[src/rtl/mul_add_if.sv]
`default_nettype none
// ============================================================================
//  Module      : mul_add_if
//  Description : Handshake/operand bundle for the mul_add sequential
//                multiply-accumulate unit.
//                master : drives start, a, b, c; observes prod, cal, done
//                slave  : the mul_add datapath itself
//  Signals     : start - start request
//                a/b/c - multiplicand, multiplier, addend (WIDTH bits)
//                prod  - a*b + c (2*WIDTH bits)
//                cal   - calculation in progress
//                done  - single-cycle result-valid pulse
//  Revision    : 1.0 - initial release
// ============================================================================
interface mul_add_if #(
    parameter int WIDTH = 8
);
    logic                 start;
    logic [WIDTH-1:0]     a;
    logic [WIDTH-1:0]     b;
    logic [WIDTH-1:0]     c;
    logic [2*WIDTH-1:0]   prod;
    logic                 cal;
    logic                 done;

    modport master (
        output start, a, b, c,
        input  prod, cal, done
    );

    modport slave (
        input  start, a, b, c,
        output prod, cal, done
    );
endinterface
`default_nettype wire

[src/rtl/mul_add.sv]
`default_nettype none
// ============================================================================
//  Module      : mul_add
//  Description : Sequential shift-add multiply-accumulate, prod = a*b + c,
//                one multiplier bit per clock (LSB first). Rebuilds a
//                dividend from a divider's quotient, divisor and remainder,
//                using the same start/cal/done handshake as the divider.
//  Ports       : clk  - clock, rising edge
//                rst  - asynchronous active-high reset
//                bus  - mul_add_if.slave (start, a, b, c in; prod, cal,
//                       done out)
//  Options     : MUL_ADD_EARLY_EN - when defined, CALC ends as soon as the
//                remaining multiplier bits are all zero (result unchanged).
//  Revision    : 1.0 - initial release
// ============================================================================
module mul_add #(
    parameter int WIDTH = 8
) (
    input  wire logic  clk,
    input  wire logic  rst,
    mul_add_if.slave   bus
);

    localparam int CNT_W = $clog2(WIDTH + 1);

    localparam logic [1:0] c_IDLE = 2'd0;
    localparam logic [1:0] c_CALC = 2'd1;
    localparam logic [1:0] c_DONE = 2'd2;

    logic [1:0]           state_q, state_d;
    logic [WIDTH-1:0]     a_q, a_d;
    logic [WIDTH-1:0]     mplr_q, mplr_d;
    logic [2*WIDTH-1:0]   acc_q, acc_d;
    logic [CNT_W-1:0]     cnt_q, cnt_d;
    logic [2*WIDTH-1:0]   prod_q, prod_d;
    logic                 cal_q, cal_d;
    logic                 done_q, done_d;

    logic [WIDTH:0]       w_sum;
    logic [2*WIDTH-1:0]   w_acc_step;
    logic [WIDTH-1:0]     w_mplr_step;
    logic [CNT_W-1:0]     w_cnt_step;
    logic                 w_last;
    logic [2*WIDTH-1:0]   w_res;

    // Right-shifting product register {hi, lo}. hi is preloaded with c and
    // lo with b: after WIDTH shifts c lands at weight 2^0 and the b bits
    // fall off the bottom, so the addend costs no extra adder. The sum is
    // WIDTH+1 bits so the carry out of each add is shifted in, not lost.
    always_comb begin
        w_sum       = {1'b0, acc_q[2*WIDTH-1:WIDTH]}
                    + (mplr_q[0] ? {1'b0, a_q} : {(WIDTH+1){1'b0}});
        w_acc_step  = {w_sum, acc_q[WIDTH-1:1]};
        w_mplr_step = mplr_q >> 1;
        w_cnt_step  = cnt_q + 1'b1;
`ifdef MUL_ADD_EARLY_EN
        // Remaining multiplier bits are zero, so the outstanding steps would
        // only shift; apply those shifts at once instead.
        w_last      = (w_cnt_step == CNT_W'(WIDTH)) || (w_mplr_step == '0);
        w_res       = w_acc_step >> (CNT_W'(WIDTH) - w_cnt_step);
`else
        w_last      = (w_cnt_step == CNT_W'(WIDTH));
        w_res       = w_acc_step;
`endif
    end

    always_comb begin
        state_d = state_q;
        a_d     = a_q;
        mplr_d  = mplr_q;
        acc_d   = acc_q;
        cnt_d   = cnt_q;
        prod_d  = prod_q;
        cal_d   = cal_q;
        done_d  = done_q;
        case (state_q)
            c_IDLE, c_DONE: begin
                if (bus.start) begin
                    state_d = c_CALC;
                    a_d     = bus.a;
                    mplr_d  = bus.b;
                    acc_d   = {bus.c, bus.b};
                    cnt_d   = '0;
                    cal_d   = 1'b1;
                    done_d  = 1'b0;
                end else begin
                    state_d = c_IDLE;
                    cal_d   = 1'b0;
                    done_d  = 1'b0;
                end
            end
            c_CALC: begin
                // start is deliberately ignored here
                acc_d  = w_acc_step;
                mplr_d = w_mplr_step;
                cnt_d  = w_cnt_step;
                if (w_last) begin
                    state_d = c_DONE;
                    prod_d  = w_res;
                    cal_d   = 1'b0;
                    done_d  = 1'b1;
                end
            end
            default: begin
                state_d = c_IDLE;
                cal_d   = 1'b0;
                done_d  = 1'b0;
            end
        endcase
    end

    always_ff @(posedge clk or posedge rst) begin
        if (rst) begin
            state_q <= c_IDLE;
            a_q     <= '0;
            mplr_q  <= '0;
            acc_q   <= '0;
            cnt_q   <= '0;
            prod_q  <= '0;
            cal_q   <= 1'b0;
            done_q  <= 1'b0;
        end else begin
            state_q <= state_d;
            a_q     <= a_d;
            mplr_q  <= mplr_d;
            acc_q   <= acc_d;
            cnt_q   <= cnt_d;
            prod_q  <= prod_d;
            cal_q   <= cal_d;
            done_q  <= done_d;
        end
    end

    assign bus.prod = prod_q;
    assign bus.cal  = cal_q;
    assign bus.done = done_q;

endmodule
`default_nettype wire

[src/flat_wrapper.sv]
// flat-port wrapper written by rule: the top's interface ports become plain ports
module mul_add_flat 
#(
    parameter int WIDTH = 8
)
  (clk, rst, bus_start, bus_a, bus_b, bus_c, bus_prod, bus_cal, bus_done);
  mul_add_if #(.WIDTH(WIDTH)) bus_i ();
  input  wire logic clk;
  input  wire logic rst;
  input wire logic [$bits(bus_i.start)-1:0] bus_start;
  input wire logic [$bits(bus_i.a)-1:0] bus_a;
  input wire logic [$bits(bus_i.b)-1:0] bus_b;
  input wire logic [$bits(bus_i.c)-1:0] bus_c;
  output wire logic [$bits(bus_i.prod)-1:0] bus_prod;
  output wire logic [$bits(bus_i.cal)-1:0] bus_cal;
  output wire logic [$bits(bus_i.done)-1:0] bus_done;
  assign bus_i.start = bus_start;
  assign bus_i.a = bus_a;
  assign bus_i.b = bus_b;
  assign bus_i.c = bus_c;
  assign bus_prod = bus_i.prod;
  assign bus_cal = bus_i.cal;
  assign bus_done = bus_i.done;
  mul_add #(.WIDTH(WIDTH)) u_core (.clk(clk), .rst(rst), .bus(bus_i));
endmodule
[config.mk]
export PLATFORM = sky130hd
export DESIGN_NAME = mul_add_flat
export DESIGN_NICKNAME = d
export VERILOG_FILES = /design/src/rtl/mul_add_if.sv /design/src/rtl/mul_add.sv /design/src/flat_wrapper.sv
export SDC_FILE = /design/constraint.sdc
export NUM_CORES = 1
export LEC_CHECK = 0
export ABC_AREA = 0
export ABC_CLOCK_PERIOD_IN_PS = 2700
export CAP_MARGIN = 0
export CORE_MARGIN = 8
export CORE_UTILIZATION = 50
export CTS_CLUSTER_DIAMETER = 120
export DETAILED_ROUTE_END_ITERATION = 6
export PLACE_DENSITY = 0.76
export SETUP_SLACK_MARGIN = 0.5
export SLEW_MARGIN = 20
export SYNTH_ARGS = -nofsm -noshare
export SYNTH_HDL_FRONTEND = slang
export SYNTH_SLANG_ARGS = --single-unit
[constraint.sdc]
create_clock -name clk -period 2.7 [get_ports clk]
set_input_delay 0.405 -clock clk [delete_from_list [all_inputs] [get_ports clk]]
set_output_delay 0.405 -clock clk [all_outputs]
set_load 0.03 [all_outputs]
; ---- Word level (Yosys, flattened, before mapping)
; Index checks and enable logic that the tools add are counted.
[totals]
ff_bits = 56
inputBits = 27
output_inout_bits = 18
elab_cells = 36
[op_classes]
add_sub_neg = 2
n_eq_ne = 5
mux = 15
reduce_logical = 6
[ops]
columns = op, n
row1 = 16-bit one-hot mux with 2 select lines, 1
row2 = 16-bit 2-to-1 mux, 1
row3 = 8-bit 2-to-1 mux, 2
row4 = 8-bit one-hot mux with 2 select lines, 1
row5 = 8-bit by 9-bit adder with 9-bit output, 1
row6 = 4-bit one-hot mux with 2 select lines, 1
row7 = 2-bit AND reduction, 3
row8 = 1-bit 2-to-1 mux, 5
row9 = 4-bit by 1-bit adder with 4-bit output (second input constant), 1
row10 = 4-bit equality test (second input constant), 1
row11 = 4-bit 2-to-1 mux, 1
row12 = 2-bit one-hot mux with 2 select lines, 1
row13 = 2-bit by 1-bit equality test with 1-bit output (second input constant), 1
row14 = 2-bit equality test (second input constant), 1
row15 = 2-bit logical NOT, 1
row16 = 2-bit 2-to-1 mux, 1
row17 = 2-bit by 1-bit != test with 1-bit output (second input constant), 1
row18 = 2-bit != test (second input constant), 1
row19 = 1-bit one-hot mux with 2 select lines, 1
row20 = 2-bit nonzero test, 1
row21 = 2-bit OR reduction, 1

; ---- Depth between registers and ports, before layout
; Gate-level depths: netlist (run 1).
[depth]
depth_word = 4
mapped_depth = 8
ltp_nobuf = 7

; ---- Least setup slack after synthesis (run 1)
; OpenSTA, ideal clock, no wires.
[synth_path]
path_kind = register -> register
start = register u_core.mplr_q[0]
end = register u_core.prod_q[15], in the netlist u_core.bus.prod[15]
setup_time_ps = 125
arrival_time_ps = 1830
required_ps = 2575
path_slack_ps = 746
path_stages_with_launch = 8
n_path_buf = 0
synth_period_minus_slack_ps = 1954
cell_sequence = dfrtp_1 > and2_1 > ha_1 > fa_1 > a211oi_1 > o21a_1 > o21ba_1 > o21ai_1
[synth_via]
elab_chain_cells = 2
[synth_lines]
columns = element, line
row1 = "start, declared", mul_add.sv:32  ; logic [WIDTH-1:0] mplr_q, mplr_d;
row2 = "start signal, assigned", mul_add.sv:125  ; mplr_q <= mplr_d;
row3 = 8-bit 2-to-1 mux, mul_add.sv:52  ; + (mplr_q[0] ? {1'b0, a_q} : {(WIDTH+1){1'b0}});
row4 = 8-bit by 9-bit adder with 9-bit output, mul_add.sv:52
row5 = "end signal, assigned", mul_add.sv:128  ; prod_q <= prod_d;
row6 = "end, declared", mul_add.sv:35  ; logic [2*WIDTH-1:0] prod_q, prod_d;
; No other way between the ends.
; A chain may end at the register's enable or synchronous reset.

; ---- Worst setup path after layout (run 1)
[layout_path]
start = register u_core.mplr_q[0]
end = register u_core.prod_q[14], in the netlist u_core.bus.prod[14]
; The elaborated chain is that of the path after synthesis.

==> results of run 1 <==
layout by cell type (no fill, tap or decap), drive strengths merged, types with 4 or more instances in the layout:
cell type,synthesis,layout
and2,14,14
a221o,12,12
o21ai,15,15
dfrtp,53,53
ha,9,9
o21a,4,4
clkbuf,1,6
a211oi,7,7
nor2b,5,5
nor2,7,7
clkdlybuf4s50,0,44
mux2i,7,7
buf,10,8
nand2,46,46
xor2,4,4
a21oi,5,5
mux2,9,9
cells by family (layout without fill, tap and decap cells):
family | after synthesis | after routing
and+or+nand+nor | 85 | 85
adders and majority gates | 10 | 10
muxes | 16 | 16
DFF | 53 | 53
AOI/OAI and AO/OA | 59 | 59
xor gates and xnor gates | 4 | 4
buffers and inverters | 14 | 63
registers in the layout (all words and copies together), names as in the netlist:
signal           cells
u_core.bus.prod     16
u_core.a_q           8
u_core.mplr_q        8
u_core.state_q       1
u_core.acc_q        15
u_core.bus.done      1
u_core.cnt_q         4
cell type report:
class | instances | area [um2] | area share (%)
Timing Repair Buffer | 52 | 526 | 16.0
Inverter | 3 | 12.5 | 0.381
Clock buffer | 6 | 82.6 | 2.52
Sequential cell | 53 | 1330 | 40.5
Tap cell | 70 | 87.6 | 2.67
Multi-Input combinational cell | 174 | 1210 | 36.8
Clock inverter | 2 | 37.5 | 1.14
worst paths after layout:
kind	from	end	slack, ps	cells after the start
worst max register to register	u_core.mplr_q[0]	u_core.bus.prod[14]	590	7
max in group asynchronous	rst	u_core.mplr_q[0]	1690	3
worst min-delay path	rst	u_core.bus.prod[11]	460	2
worst max-delay path	u_core.mplr_q[0]	u_core.bus.prod[14]	590	7
min in group clk	u_core.bus.prod[4]	u_core.bus.prod[4]	480	2
worst min register to register	u_core.bus.prod[4]	u_core.bus.prod[4]	480	2
per-layer routing:
| metal | vias to the layer above | GRT usage (%) | part of all wire (%) |
|---|---|---|---|
| li1 | 956 | - | - |
| met1 | 931 | 19.0 | 46 |
| met2 | 44 | 24.8 | 47 |
| met3 | 4 | 3.47 | 5.7 |
| met4 | 0 | 5.99 | 0.88 |
| met5 | - | 0 | 0 |
what timing repair did:
action	4_1_cts	5_1_grt
pin swaps	0	1
setup endpoints to repair	2	5
gates resized for setup	1	1
buffers inserted	0	2
synthesized netlist by cell type (2+ instances only):
library cell	n	area share, %
mux2i_1	7	2.7
xor2_1	4	1.3
mux2_1	2	0.87
and2_1	14	3.4
nand3_1	2	0.39
buf_1	2	0.29
o21ai_1	12	2.3
nor2b_1	5	1.2
a22o_1	2	0.67
nand3b_1	2	0.58
or4_1	2	0.58
nor3_1	3	0.58
a211o_1	2	0.67
mux2_2	7	3.0
dfrtp_1	53	51
ha_1	9	4.3
inv_1	2	0.29
nor2_1	7	1.0
a211oi_1	5	1.4
or2_1	2	0.48
a211oi_2	2	0.96
a221o_1	12	4.6
o21ai_0	3	0.58
buf_2	6	1.2
a21oi_1	5	0.96
nand2_1	46	6.7
o21a_1	4	1.2
a31oi_1	2	0.48
o211ai_1	3	0.87
a21o_1	3	0.87
metrics by stage:
step	hold slack (ps)	total power, mW
6_report	458	4.05
5_1_grt	503	4.36
3_3_place_gp	458	3.42
4_1_cts	467	4.04
3_5_place_dp	462	3.47
2_1_floorplan	439	2.89
power by group:
group	switching (mW)	internal [mW]	total, mW
logic	1.11	0.973	2.09
clock network	0.253	0.301	0.554
registers	0.243	1.17	1.41
==> impl_metrics.py, run 1 <==
metrics = {
    "grt": {
        "grt_use_total_pct": 15.2,
        "grt_max_degree": 32,
        "grt_pass1_wl_mm": 9.17,
        "grt_pass1_vias": 1910,
        "antenna_found_initial": 0,
        "grt-ovfl-total": 0,
    },
    "synthesis": {
        "synth-xor-area-share_pct": 1.35,
        "yosysSeqAreaShare_pct": 51.1,
        "synthMuxAreaShare_pct": 6.60,
        "synth_fa_ha_area_share_pct": 5.11,
        "syn_nets": 278,
        "synth_top_family_by_area": "compound AO/OA/AOI/OAI gates",
        "synth_edf_count": 0,
        "synth_cell_types": 41,
        "avgSynthCellArea_um2": 10.8,
        "ys_async_sr_fraction_pct": 100,
        "synth_compound_area_share_pct": 17.7,
        "synth-simple-area-share_pct": 15.3,
        "synth_ff_type": "dfrtp_1",
        "synth_area_mm2": 0.00260,
        "ys_warn_count": 0,
        "synthCells": 241,
        "ys_ff_latch": 53,
    },
    "die": {
        "boundaryPins": 45,
        "core_mm2": 0.00507,
        "die_area_mm2": 0.00775,
        "start_util_pct": 51.2,
        "num_rows": 26,
        "fp.dieH_um": 88.1,
        "dieWidth_um": 88.1,
    },
    "outcome": {
        "status": "complete, no violations",
    },
    "worst_setup_path": {
        "crit_chain": "buf_12 -> and2_1 -> ha_1 -> o21a_1 -> a2111oi_4 -> or4_1 -> o211ai_1",
        "crit_fanout": 5,
        "timing.critical_path.slowest_stage_cell": "or4_1",
        "cpLargestDelayFamily": "simple AND/OR/NAND/NOR gates",
        "arrival_ps": 2330,
        "slowest_delay_ps": 510,
        "start_kind": "flop",
        "cp.required_ps": 2920,
        "timing.critical_path.buf_inv": 1,
        "critPathCaptureType": "flop",
        "critPathKind": "reg2reg",
    },
    "clock_network": {
        "clkLatencyLatePin_ps": 300,
        "hold_buffers": 0,
        "cts_made_buffers": 5,
        "clk_path_buf_depth": 2,
        "path_clk_slew_ps": 90,
        "htree_levels": 2,
        "cts_tree": "done",
        "clock-sinks": 53,
        "cts_root_buf": "clkbuf_8",
    },
    "final_layout": {
        "layout-drive-gt1-share_pct": 11.0,
        "layout.nets": 326,
        "n_fill_cell": 434,
        "fin_area_mm2": 0.00328,
        "fin_cells": 360,
        "postLayoutCoreUtil_pct": 64.6,
        "syn2layout_area_growth_pct": 26.4,
        "antenna_cells": 0,
    },
    "sta": {
        "setup_ws_ps": 589,
        "worst_slew_margin_rel_pct": 65.6,
        "period_needed_ps": 2110,
        "tns_ps": 0,
        "drv_slew": 0,
        "grt_setup_unrepaired": "true",
        "finalCritPeriodShare_pct": 78.2,
        "setup_viol": 0,
        "clock_skew_ps": 7.88,
        "hold_viol": 0,
        "max_freq_mhz": 474,
        "worstMarginPinSlew_ps": 515,
    },
    "routing": {
        "via_count": 1935,
        "first_pass_iters": 4,
        "ant_nets": 0,
        "viasPerCell": 5.38,
        "drc": 0,
        "first_iter_violations": 118,
        "routed_wl_mm": 5.44,
        "avgRoutedWirePerCell_um": 15.1,
    },
    "placement": {
        "dpl.cell_count": 350,
        "place_hpwl_mm": 3.97,
        "pre_cts_slack_ps": 516,
        "gp_congestion": 0.793,
        "placed_cell_area_mm2": 0.00313,
        "portBuffers": 44,
    },
    "power": {
        "powerDensity_mw_per_mm2": 1230,
        "power.leakage_nw": 1.47,
        "vdd_ir_drop_max_mv": 0.518,
    },
    "run": {
        "maxCapViolCount": 0,
    },
    "min_path": {
        "hp-class": "in2async",
    },
}
Note: power is estimated with default switching activity, not from simulation.
==> run 2: changes to the inputs <==
ABC_CLOCK_PERIOD_IN_PS = 1900   (was 2700)
CORE_UTILIZATION = 47   (was 50)
PLACE_DENSITY = 0.75   (was 0.76)
clock period = 1.9 ns   (was 2.7 ns; I/O delays follow)
==> run 2 against run 1 <==
Net effect: the run now ends with negative setup slack left; wire length rose by 5.6%; maximum frequency rose by 9.8%; clock skew rose by 4.3 ps; critical path depth did not move; first-iteration DRC count fell by 34%; sequential share of layout area fell by 3.7 points.
==> impl_metrics.py, run 2 (synthesized netlist as in run 1, its figures left out) <==
metrics = {
    "die": {
        "core_mm2": 0.00541,
        "dieWidth_um": 90.3,
        "fp.dieH_um": 90.3,
        "boundaryPins": 45,
        "die_area_mm2": 0.00816,
        "start_util_pct": 48.0,
        "num_rows": 27,
    },
    "worst_setup_path": {
        "crit_fanout": 8,
        "critPathKind": "reg2reg",
        "timing.critical_path.buf_inv": 0,
        "slowest_delay_ps": 460,
        "crit_chain": "and2_4 -> ha_4 -> fa_2 -> a21o_1 -> a21oi_2 -> xor2_1 -> a21oi_1",
        "timing.critical_path.slowest_stage_cell": "dfrtp_2",
        "cp.required_ps": 2090,
        "cpLargestDelayFamily": "adder cells",
        "critPathCaptureType": "flop",
        "start_kind": "flop",
        "arrival_ps": 2110,
    },
    "grt": {
        "grt_max_degree": 54,
        "grt_use_total_pct": 15.1,
        "grt-ovfl-total": 0,
        "grt_pass1_wl_mm": 10.2,
        "grt_pass1_vias": 2117,
        "antenna_found_initial": 0,
    },
    "clock_network": {
        "cts_root_buf": "clkbuf_8",
        "cts_tree": "done",
        "htree_levels": 2,
        "cts_made_buffers": 5,
        "clock-sinks": 53,
        "clk_path_buf_depth": 2,
        "clkLatencyLatePin_ps": 310,
        "hold_buffers": 0,
        "path_clk_slew_ps": 100,
    },
    "final_layout": {
        "final_cell_mix": "dfrtp_1, nand2_1, clkdlybuf4s50_1",
        "largest_register_ffs": 16,
        "syn2layout_area_growth_pct": 39.3,
        "layout_commonest_cell": "dfrtp_1",
        "layout-drive-gt1-share_pct": 30.3,
        "antenna_cells": 0,
        "n_fill_cell": 431,
        "layout.nets": 346,
    },
    "routing": {
        "route.met3.wl_um": 376,
        "routed-wl-met2_mm": 2.75,
        "top_layer": "met4",
        "drc": 0,
        "ant_nets": 0,
        "via_count": 2063,
        "first_iter_violations": 78,
        "wl_met1_mm": 2.54,
        "viasPerCell": 5.40,
        "first_pass_iters": 4,
        "routed_wl_mm": 5.75,
        "avgRoutedWirePerCell_um": 15.0,
    },
    "placement": {
        "portBuffers": 44,
        "place_hpwl_mm": 4.14,
        "gp_congestion": 0.809,
    },
    "sta": {
        "worst_slew_margin_rel_pct": 71.6,
        "worstMarginPinSlew_ps": 425,
        "hold_viol": 0,
        "whs_ps": 365,
        "setup_ws_ps": -23.0,
        "finalCritPeriodShare_pct": 101,
        "clock_skew_ps": 12.2,
        "setup_viol": 4,
        "period_needed_ps": 1920,
        "drv_slew": 0,
        "tns_ps": -44.8,
        "max_freq_mhz": 520,
        "grt_setup_unrepaired": "true",
    },
    "power": {
        "power_mw": 6.46,
        "powerDensity_mw_per_mm2": 1790,
        "power.leakage_nw": 1.63,
        "vdd_ir_drop_max_mv": 0.772,
    },
    "outcome": {
        "status": "finished, violations left",
        "violations": "negative setup slack",
    },
    "run": {
        "maxCapViolCount": 0,
    },
    "min_path": {
        "hp-class": "in2async",
    },
}
## run 2: worst register-to-register path: cells and delay by family (launching register included)
| family | cells | cell delay, ps |
|---|---|---|
| AOI/OAI and AO/OA | 3 | 440 |
| xor gates and xnor gates | 1 | 210 |
| adders and majority gates | 2 | 540 |
| DFF | 1 | 460 |
| and+or+nand+nor | 1 | 160 |
## run 2: per-layer routing
metal	vias up	GRT usage, %
li1	1001	-
met1	998	18.9
met2	57	24.4
met3	7	4.74
met4	0	4.72
met5	-	0
## run 2: stage by stage
stage / utilization, % / setup slack (ps) / cells / area, um2
3_3_place_gp: 61.5 / -29.5 / 365 / 3320
3_5_place_dp: 61.5 / -90.9 / 365 / 3320
6_report: 66.9 / -23.0 / 382 / 3620
2_1_floorplan: - / 21.2 / 241 / 2710
5_1_grt: 66.9 / -111 / 382 / 3620
4_1_cts: 66.2 / -11.9 / 378 / 3580
## run 2: final timing paths
check	from	depth (start not counted)	to	slack (ps)
max reg2reg	u_core.mplr_q[0]	7	u_core.acc_q[11]	-20
max in group asynchronous	rst	3	u_core.mplr_q[0]	1270
min reg2reg	u_core.bus.prod[8]	2	u_core.bus.prod[8]	480
min	rst	3	u_core.acc_q[4]	360
max	u_core.mplr_q[0]	7	u_core.acc_q[11]	-20
min in group clk	u_core.bus.prod[8]	2	u_core.bus.prod[8]	480
## run 2: final cells by class
cell class | count | area [um2] | area share, %
multi-input combinational | 174 | 1390 | 38.4
sequential | 53 | 1330 | 36.8
timing repair buffer | 72 | 669 | 18.5
tap | 72 | 90.1 | 2.49
clock buffer | 5 | 68.8 | 1.90
clock inverter | 3 | 47.5 | 1.31
inverter | 3 | 20.0 | 0.554
## run 2: where the power goes
group	switching [mW]	total, mW	internal, mW
Clock	0.388	0.790	0.402
Sequential	0.383	2.04	1.66
Combinational	1.86	3.63	1.77
## run 2: timing repair
action                                  4_1_cts  5_1_grt
setup buffers                                 5        4
resized for setup                            51       28
pin swaps                                    11       15
endpoints found under the setup margin       64       39
